`src/rtl/vga_pkg.sv`:
```
// Shared VGA timing definitions: default 640x480@60 geometry, the colour
// channel type, the counter width and the total-period derivation.
package vga_pkg;

   localparam int DEF_H_VISIBLE = 640;
   localparam int DEF_H_FRONT   = 16;
   localparam int DEF_H_SYNC    = 96;
   localparam int DEF_H_BACK    = 48;

   localparam int DEF_V_VISIBLE = 480;
   localparam int DEF_V_FRONT   = 10;
   localparam int DEF_V_SYNC    = 2;
   localparam int DEF_V_BACK    = 33;

   // Both axes fit in 10 bits (800 and 525 are the default totals)
   localparam int COUNT_W = 10;

   typedef logic [3:0]         colour_t;
   typedef logic [COUNT_W-1:0] count_t;

   // One axis period is the sum of its visible, porch and sync segments
   function automatic int axis_total(input int visible, input int front,
                                     input int sync, input int back);
      return visible + front + sync + back;
   endfunction

   localparam int DEF_H_TOTAL = axis_total(DEF_H_VISIBLE, DEF_H_FRONT, DEF_H_SYNC, DEF_H_BACK);
   localparam int DEF_V_TOTAL = axis_total(DEF_V_VISIBLE, DEF_V_FRONT, DEF_V_SYNC, DEF_V_BACK);

endpackage

```
`src/rtl/vga_axis_counter.sv`:
```
// One VGA axis: a wrapping counter with enable, a terminal-count flag,
// an active-area flag and an active-low sync-window compare.
module vga_axis_counter
   import vga_pkg::*;
#(
   parameter int TOTAL      = DEF_H_TOTAL,
   parameter int VISIBLE    = DEF_H_VISIBLE,
   parameter int SYNC_START = DEF_H_VISIBLE + DEF_H_FRONT,
   parameter int SYNC_WIDTH = DEF_H_SYNC
)
(
   input  logic   clk,
   input  logic   reset,
   input  logic   en,
   output count_t count,
   output logic   terminal,
   output logic   active,
   output logic   sync_raw
);

   localparam count_t LAST      = count_t'(TOTAL - 1);
   localparam count_t VIS_END   = count_t'(VISIBLE);
   localparam count_t SYNC_LO   = count_t'(SYNC_START);
   localparam count_t SYNC_HI   = count_t'(SYNC_START + SYNC_WIDTH - 1);

   // Count 0..TOTAL-1 on enabled cycles, wrapping after the last position
   always_ff @(posedge clk or posedge reset) begin
      if (reset) begin
         count <= '0;
      end else if (en) begin
         count <= terminal ? '0 : count + count_t'(1);
      end
   end

   assign terminal = (count == LAST);
   assign active   = (count < VIS_END);
   assign sync_raw = !((count >= SYNC_LO) && (count <= SYNC_HI));

endmodule

```
`src/rtl/vga_timing_gen.sv`:
```
// VGA raster timing generator: horizontal/vertical counters, pixel
// coordinate and visible flag for the drawer, and a one-pixel-registered
// output stage for sync and colour.
// Optional macro VGA_PIXEL_DIV2_EN: pixels advance every second clk.
module vga_timing_gen
   import vga_pkg::*;
#(
   parameter int H_VISIBLE = DEF_H_VISIBLE,
   parameter int H_FRONT   = DEF_H_FRONT,
   parameter int H_SYNC    = DEF_H_SYNC,
   parameter int H_BACK    = DEF_H_BACK,
   parameter int V_VISIBLE = DEF_V_VISIBLE,
   parameter int V_FRONT   = DEF_V_FRONT,
   parameter int V_SYNC    = DEF_V_SYNC,
   parameter int V_BACK    = DEF_V_BACK
)
(
   input  logic       clk,
   input  logic       reset,
   input  logic [3:0] red_in,
   input  logic [3:0] green_in,
   input  logic [3:0] blue_in,
   output int         col,
   output int         row,
   output logic       visible,
   output logic       frame_start,
   output logic       hsync,
   output logic       vsync,
   output logic [3:0] red,
   output logic [3:0] green,
   output logic [3:0] blue
);

   localparam int H_TOTAL = axis_total(H_VISIBLE, H_FRONT, H_SYNC, H_BACK);
   localparam int V_TOTAL = axis_total(V_VISIBLE, V_FRONT, V_SYNC, V_BACK);

   logic   pixel_en;
   count_t h_count;
   count_t v_count;
   logic   h_terminal;
   logic   v_terminal;
   logic   h_active;
   logic   v_active;
   logic   hsync_raw;
   logic   vsync_raw;

`ifdef VGA_PIXEL_DIV2_EN
   logic pixel_phase;

   // Toggle every clk so pixels advance at half the clk rate
   always_ff @(posedge clk or posedge reset) begin
      if (reset) begin
         pixel_phase <= 1'b0;
      end else begin
         pixel_phase <= ~pixel_phase;
      end
   end

   assign pixel_en = pixel_phase;
`else
   assign pixel_en = 1'b1;
`endif

   vga_axis_counter #(
      .TOTAL      (H_TOTAL),
      .VISIBLE    (H_VISIBLE),
      .SYNC_START (H_VISIBLE + H_FRONT),
      .SYNC_WIDTH (H_SYNC)
   ) u_h_axis (
      .clk      (clk),
      .reset    (reset),
      .en       (pixel_en),
      .count    (h_count),
      .terminal (h_terminal),
      .active   (h_active),
      .sync_raw (hsync_raw)
   );

   vga_axis_counter #(
      .TOTAL      (V_TOTAL),
      .VISIBLE    (V_VISIBLE),
      .SYNC_START (V_VISIBLE + V_FRONT),
      .SYNC_WIDTH (V_SYNC)
   ) u_v_axis (
      .clk      (clk),
      .reset    (reset),
      .en       (pixel_en & h_terminal),
      .count    (v_count),
      .terminal (v_terminal),
      .active   (v_active),
      .sync_raw (vsync_raw)
   );

   assign col     = int'(h_count);
   assign row     = int'(v_count);
   assign visible = h_active & v_active;

   // Pulse for one clk in the cycle the raster wraps back to (0,0)
   always_ff @(posedge clk or posedge reset) begin
      if (reset) begin
         frame_start <= 1'b0;
      end else begin
         frame_start <= pixel_en & h_terminal & v_terminal;
      end
   end

   // Register sync and colour together; blanking is folded in before the
   // register so red/green/blue come straight from flops
   always_ff @(posedge clk or posedge reset) begin
      if (reset) begin
         hsync <= 1'b1;
         vsync <= 1'b1;
         red   <= '0;
         green <= '0;
         blue  <= '0;
      end else if (pixel_en) begin
         hsync <= hsync_raw;
         vsync <= vsync_raw;
         red   <= visible ? red_in   : '0;
         green <= visible ? green_in : '0;
         blue  <= visible ? blue_in  : '0;
      end
   end

endmodule

```
`config.mk`:
```
export PLATFORM = sky130hd
export DESIGN_NAME = vga_timing_gen
export DESIGN_NICKNAME = d
export VERILOG_FILES = /design/src/rtl/vga_pkg.sv /design/src/rtl/vga_axis_counter.sv /design/src/rtl/vga_timing_gen.sv
export SDC_FILE = /design/constraint.sdc
export NUM_CORES = 1
export LEC_CHECK = 0
export CAP_MARGIN = 25
export CORE_ASPECT_RATIO = 1.4
export CORE_UTILIZATION = 40
export CTS_CLUSTER_DIAMETER = 30
export CTS_CLUSTER_SIZE = 12
export DETAILED_ROUTE_END_ITERATION = 8
export GPL_TIMING_DRIVEN = 0
export PLACE_DENSITY = 0.86
export SYNTH_ARGS = -nofsm -noshare
export SYNTH_HDL_FRONTEND = slang
export SYNTH_SLANG_ARGS = --single-unit
```
`constraint.sdc`:
```
create_clock -name clk -period 1.99 [get_ports clk]
set_input_delay 0.398 -clock clk [delete_from_list [all_inputs] [get_ports clk]]
set_output_delay 0.398 -clock clk [all_outputs]
set_load 0.005 [all_outputs]
```
[Word-level counts from Yosys, hierarchy flattened]
Index checks and enable logic that the tools add are counted.
Cells by class
  add/subtract/negate cells: 2
  magnitude comparators: 6
  equal/unequal tests: 2
  mux-type cells: 5
  bitwise logic cells: 2
  reduce and logical (&&, ||, !) cells: 4
Operators with widths (count)
  $add 10x1->10 const B: 2
  $eq 10x10->1 const B: 2
  $mux 10: 2
  $mux 4: 3
  $ge 10x10->1 const B: 1
  $ge 10x9->1 const B: 1
  $le 10x10->1 const B: 1
  $le 10x9->1 const B: 1
  $lt 10x10->1 const B: 1
  $lt 10x9->1 const B: 1
  $and 1x1->1: 2
  $logic_and 1x1->1: 2
  $logic_not 1->1: 2
Word-level totals
  flip-flop bits (word level): 35
  bits of input ports: 14
  output and inout bits: 80
  logic and storage cells: 29

[Logic depth before layout (Yosys ltp)]
  word-level depth: 3
  mapped depth: 6
  mapped depth without buffers: 6

[Hierarchy]
From an unflattened synthesis, not the netlist that was laid out.
Second synthesis, totals
  cells, all modules: 200
  area, all modules: 2034.5 µm²
Modules (own cells, without submodules)
  vga_timing_gen: instances 1, cells an instance 78, area an instance 830.8 µm², seq. area each 377.9 µm²
  vga_axis_counter at u_h_axis: instances 1, cells an instance 63, area an instance 606.8 µm², seq. area each 250.2 µm²
  vga_axis_counter at u_v_axis: instances 1, cells an instance 59, area an instance 596.8 µm², seq. area each 250.2 µm²

[Worst setup path after synthesis]
OpenSTA, ideal clock, no wires.
  path kind: register -> register
  start: reg u_h_axis.count[0]
  end: reg u_v_axis.count[9]
  arrival time: 1.546 ns
  data required time: 1.867 ns
  setup slack: 0.320 ns
  cell stages (with the launch flop): 6
  buffers on the path: 0
  clock period less this slack: 1.670 ns
  cells stage by stage: dfrtp_1 ha_1 nand4_1 nor4_4 and3_1 nor4_2
Between the ends
  word-level cells in the longest chain between the ends: 1
Ends and longest elaborated chain
  start, declared: RTL line vga_axis_counter.sv:15  | output count_t count,
  start signal, assigned: RTL line vga_axis_counter.sv:31  | count <= terminal ? '0 : count + count_t'(1);
  $eq 10x10->1: RTL line vga_axis_counter.sv:35  | assign terminal = (count == LAST);
  end signal, assigned: RTL line vga_axis_counter.sv:31
  end, declared: RTL line vga_axis_counter.sv:15
No other way between the ends.
A chain may end at the register's enable or synchronous reset.

[Worst setup path after layout]
  start: reg u_v_axis.count[7]
  end: out visible
Between the ends
  word-level cells in the longest chain between the ends: 2
Ends and longest elaborated chain
  $lt 10x9->1: RTL line vga_axis_counter.sv:36  | assign active = (count < VIS_END);
  $and 1x1->1: RTL line vga_timing_gen.sv:96  | assign visible = h_active & v_active;
  end, declared: RTL line vga_timing_gen.sv:25  | output logic visible,
No other way between the ends.

==> impl_results.md <==
* Status: completed
* Worst Path Max Fanout at 4
* WL final at 3.82 mm
* Critical Path Max Stage Delay at 0.39 ns
* Max Slew Vio Count at 0
* Unique masters post-synth at 33
* Total grt overflow at 0
* # diodes at 0
* TritonRoute pass-1 iters at 4
* Final instance area at 2830 µm²
* Top-count cell post-synth: buf_4
* Post-layout minimum cycle time at 1.90 ns
* Clock share of power at 0.355
* Worst Path Required at 1.59 ns
* Clk slew on worst S/H paths at 0.07 ns
* Core area at 4540 µm²
* RR Startpoint: u_h_axis.count[5]$_DFF_PP0_
* GRT Total Usage at 0.164
* Commonest cells in the netlist: buf_4, dfrtp_1, and2_1
* Die Area at 5040 µm²
* Max_cap viols at 0
* Sw Share at 0.222
* DRC viols at 0
* Total Nets Final at 305
* P_sw at 0.306 mW
* CTS Sinks at 35
* Final ANT Viol Nets at 0
* Die height at 83.6 µm
* P_leak at 1.38 nW
* Placement Rows at 29
* FF+latch count, synth at 35
* Flop pwr share at 0.525
* Total negative slack for setup checks at 0 ns
* Top-area cell type share of the netlist area at 0.434
* First-pass GRT wire length at 6.18 mm
* Port Buffers at 49
* Worst Tran Pin Value at 0.762 ns
* Cells after Synth at 178
* Routed wire per std cell at 10.9 µm
* Hold crit path type: flip-flop to flip-flop
* Largest net degree at the start of global routing at 19
* Slowest cell on the critical path: dfrtp_1
* Layout cells sized above 1 at 0.272
* Cells along the critical path: and3_4 -> and2_4 -> nor3_4 -> clkbuf_8 -> clkbuf_2
* Relative slew slack at 0.491
* # fillers at 392
* Antenna violations before repair at 0
* Crit-path leading delay family: simple AND/OR/NAND/NOR gates
* Die X-Extent at 60.3 µm
* Critical path type: flip-flop to primary output
* Maximum vdd drop at 0.368 mV
* Detailed placement HPWL at 2.91 mm
* Layout area overhead at 48.6%
* Top cells by area, synth: dfrtp_1, buf_4, and2_1
* Total CTS buffers at 5
* Clk buf depth at 2
* Ports at 94
* Hold_sp: u_v_axis.count[8]$_DFFE_PP0N_
* Worst EP arrival at 1.50 ns
* Starting density of the core at 0.420
* CP startpoint kind: flip-flop
* Critical path origin: u_v_axis.count[7]$_DFFE_PP0N_
* Netlist Area Pre-Place at 1900 µm²
* Post-synth EDFFs at 0
* Combinational group share of total power at 0.119
* Ys async rst share at 1.00
* H-tree levels at 2
* RSZ-0062 raised after global routing: no
* Hold buffers post-CTS at 0
* Area occupied by multi-input gates at 832 µm²
* Vias in the first global route at 1328
* Worst skew pair latency at 0.29 ns
* Largest area contributor in the netlist: dfrtp_1
* GP Congestion at 0.801
* Mean Syn Cell Area at 10.7 µm²
* Final Hold Viols at 0
* Via count at 1453
* Routed vias/inst at 4.16
* Yosys warning count at 0
* Skew final at 0.00437 ns
* Initial drt markers at 20
* Worst Path Buf+Inv at 2
* CP endpoint kind: primary output
* Power per cell area at 489 nW/µm²
* CTS tree: built
* Cell-internal power at 1.08 mW
* # setup viols final at 0
* Ys flop type: dfrtp_1
* Fmax at 527 MHz
* Placed instance area at 2660 µm²
* Register Area at 881 µm²
* Clock root buffer: clkbuf_8
* Period utilisation layout at 0.953
* Seq/Total Area, Yosys at 0.462
==> registers in the layout (all words and copies together), names as in the netlist <==
signal / flops
frame_start: 1
u_h_axis.count: 10
green: 4
blue: 4
u_v_axis.count: 10
red: 4
vsync: 1
hsync: 1
==> per-layer routing <==
layer  global-route usage  part of all wire  up-vias
met1                0.188              0.36      669
met2                0.276              0.55       59
met3               0.0388             0.062       10
met4               0.0740             0.029        0
met5                    0                 0        -
li1                     -                 -      715
==> logic make-up after synthesis <==
logic type / after synthesis / synth area share
AO/OA/AOI/OAI: 8 / 0.0276
XOR/XNOR: 13 / 0.0598
adder cells (fa/ha/maj): 5 / 0.0329
buffers and inverters: 53 / 0.196
flip-flops: 35 / 0.462
other: 1 / 0.00197
AND/OR/NAND/NOR: 63 / 0.220
==> area by class of cell <==
cell class | count | area share
inverters | 6 | 0.00796
clock buffers | 7 | 0.0270
clock inverters | 1 | 0.00177
well taps | 62 | 0.0274
repair buffers | 58 | 0.203
plain buffers | 47 | 0.127
flip-flops and latches | 35 | 0.312
multi-input cells | 133 | 0.294
==> power groups by stage <==
stage          combinational, mW  sequential (mW)  clock [mW]
2_1_floorplan             0.0989            0.742           0
3_3_place_gp               0.154            0.740           0
3_5_place_dp               0.162            0.740           0
4_1_cts                    0.162            0.727       0.507
5_1_grt                    0.183            0.728       0.525
6_report                   0.165            0.727       0.491
==> final timing paths <==
check,to,slack (ns),cells past startpoint
max reg2reg,u_v_axis.count[7]$_DFFE_PP0N_,0.22,5
min reg2reg,u_v_axis.count[8]$_DFFE_PP0N_,0.53,1
min in group asynchronous,red[0]$_DFF_PP0_,0.54,2
max,visible,0.09,5
max in group asynchronous,vsync$_DFF_PP1_,0.82,3
min,u_v_axis.count[8]$_DFFE_PP0N_,0.53,1
==> metrics by stage <==
step	setup WS [ns]	power [mW]	hold slack [ns]	util	instances
after floorplan	0.320	0.841	0.493	-	221
after global placement	-0.453	0.893	0.502	0.580	332
after detailed placement	-0.492	0.902	0.510	0.586	333
after CTS	0.00460	1.40	0.531	0.619	346
after global routing	0.0424	1.44	0.548	0.623	349
final	0.0942	1.38	0.530	0.623	349
==> what timing repair did <==
item | 4_1_cts | 5_1_grt
buffers inserted | 5 | 3
pin swaps | 1 | 1
gates cloned | 0 | 0
endpoints found under the setup margin | 1 | 8
gates resized for setup | 11 | 2
==> worst register-to-register path, stage by stage (launching register included) <==
cell and delay [ns]:
dfrtp_1 0.45, or3_1 0.41, buf_6 0.15, nor4_4 0.37, nand3_1 0.15, xnor2_1 0.14
==> placed cells by master, fill, tap and decap left out, types with 2 or more instances in the layout <==
cell              n
and2_1           13
buf_4            52
dfstp_2           2
ha_1              5
xor2_1            5
nand4_1           4
inv_1             6
and3_1            2
clkbuf_8          6
dfrtp_1          31
clkbuf_1          2
clkdlybuf4s50_1  48
or3_1             2
nand3_1          12
nor4_2            3
dfrtp_2           2
xnor2_1           8
o21ai_1           3
nand2_1           3
nor4_4            2
conb_1           44
o211ai_1          2
nor2_1           10
o21a_1            2
Note: power is estimated with default switching activity, not from simulation.
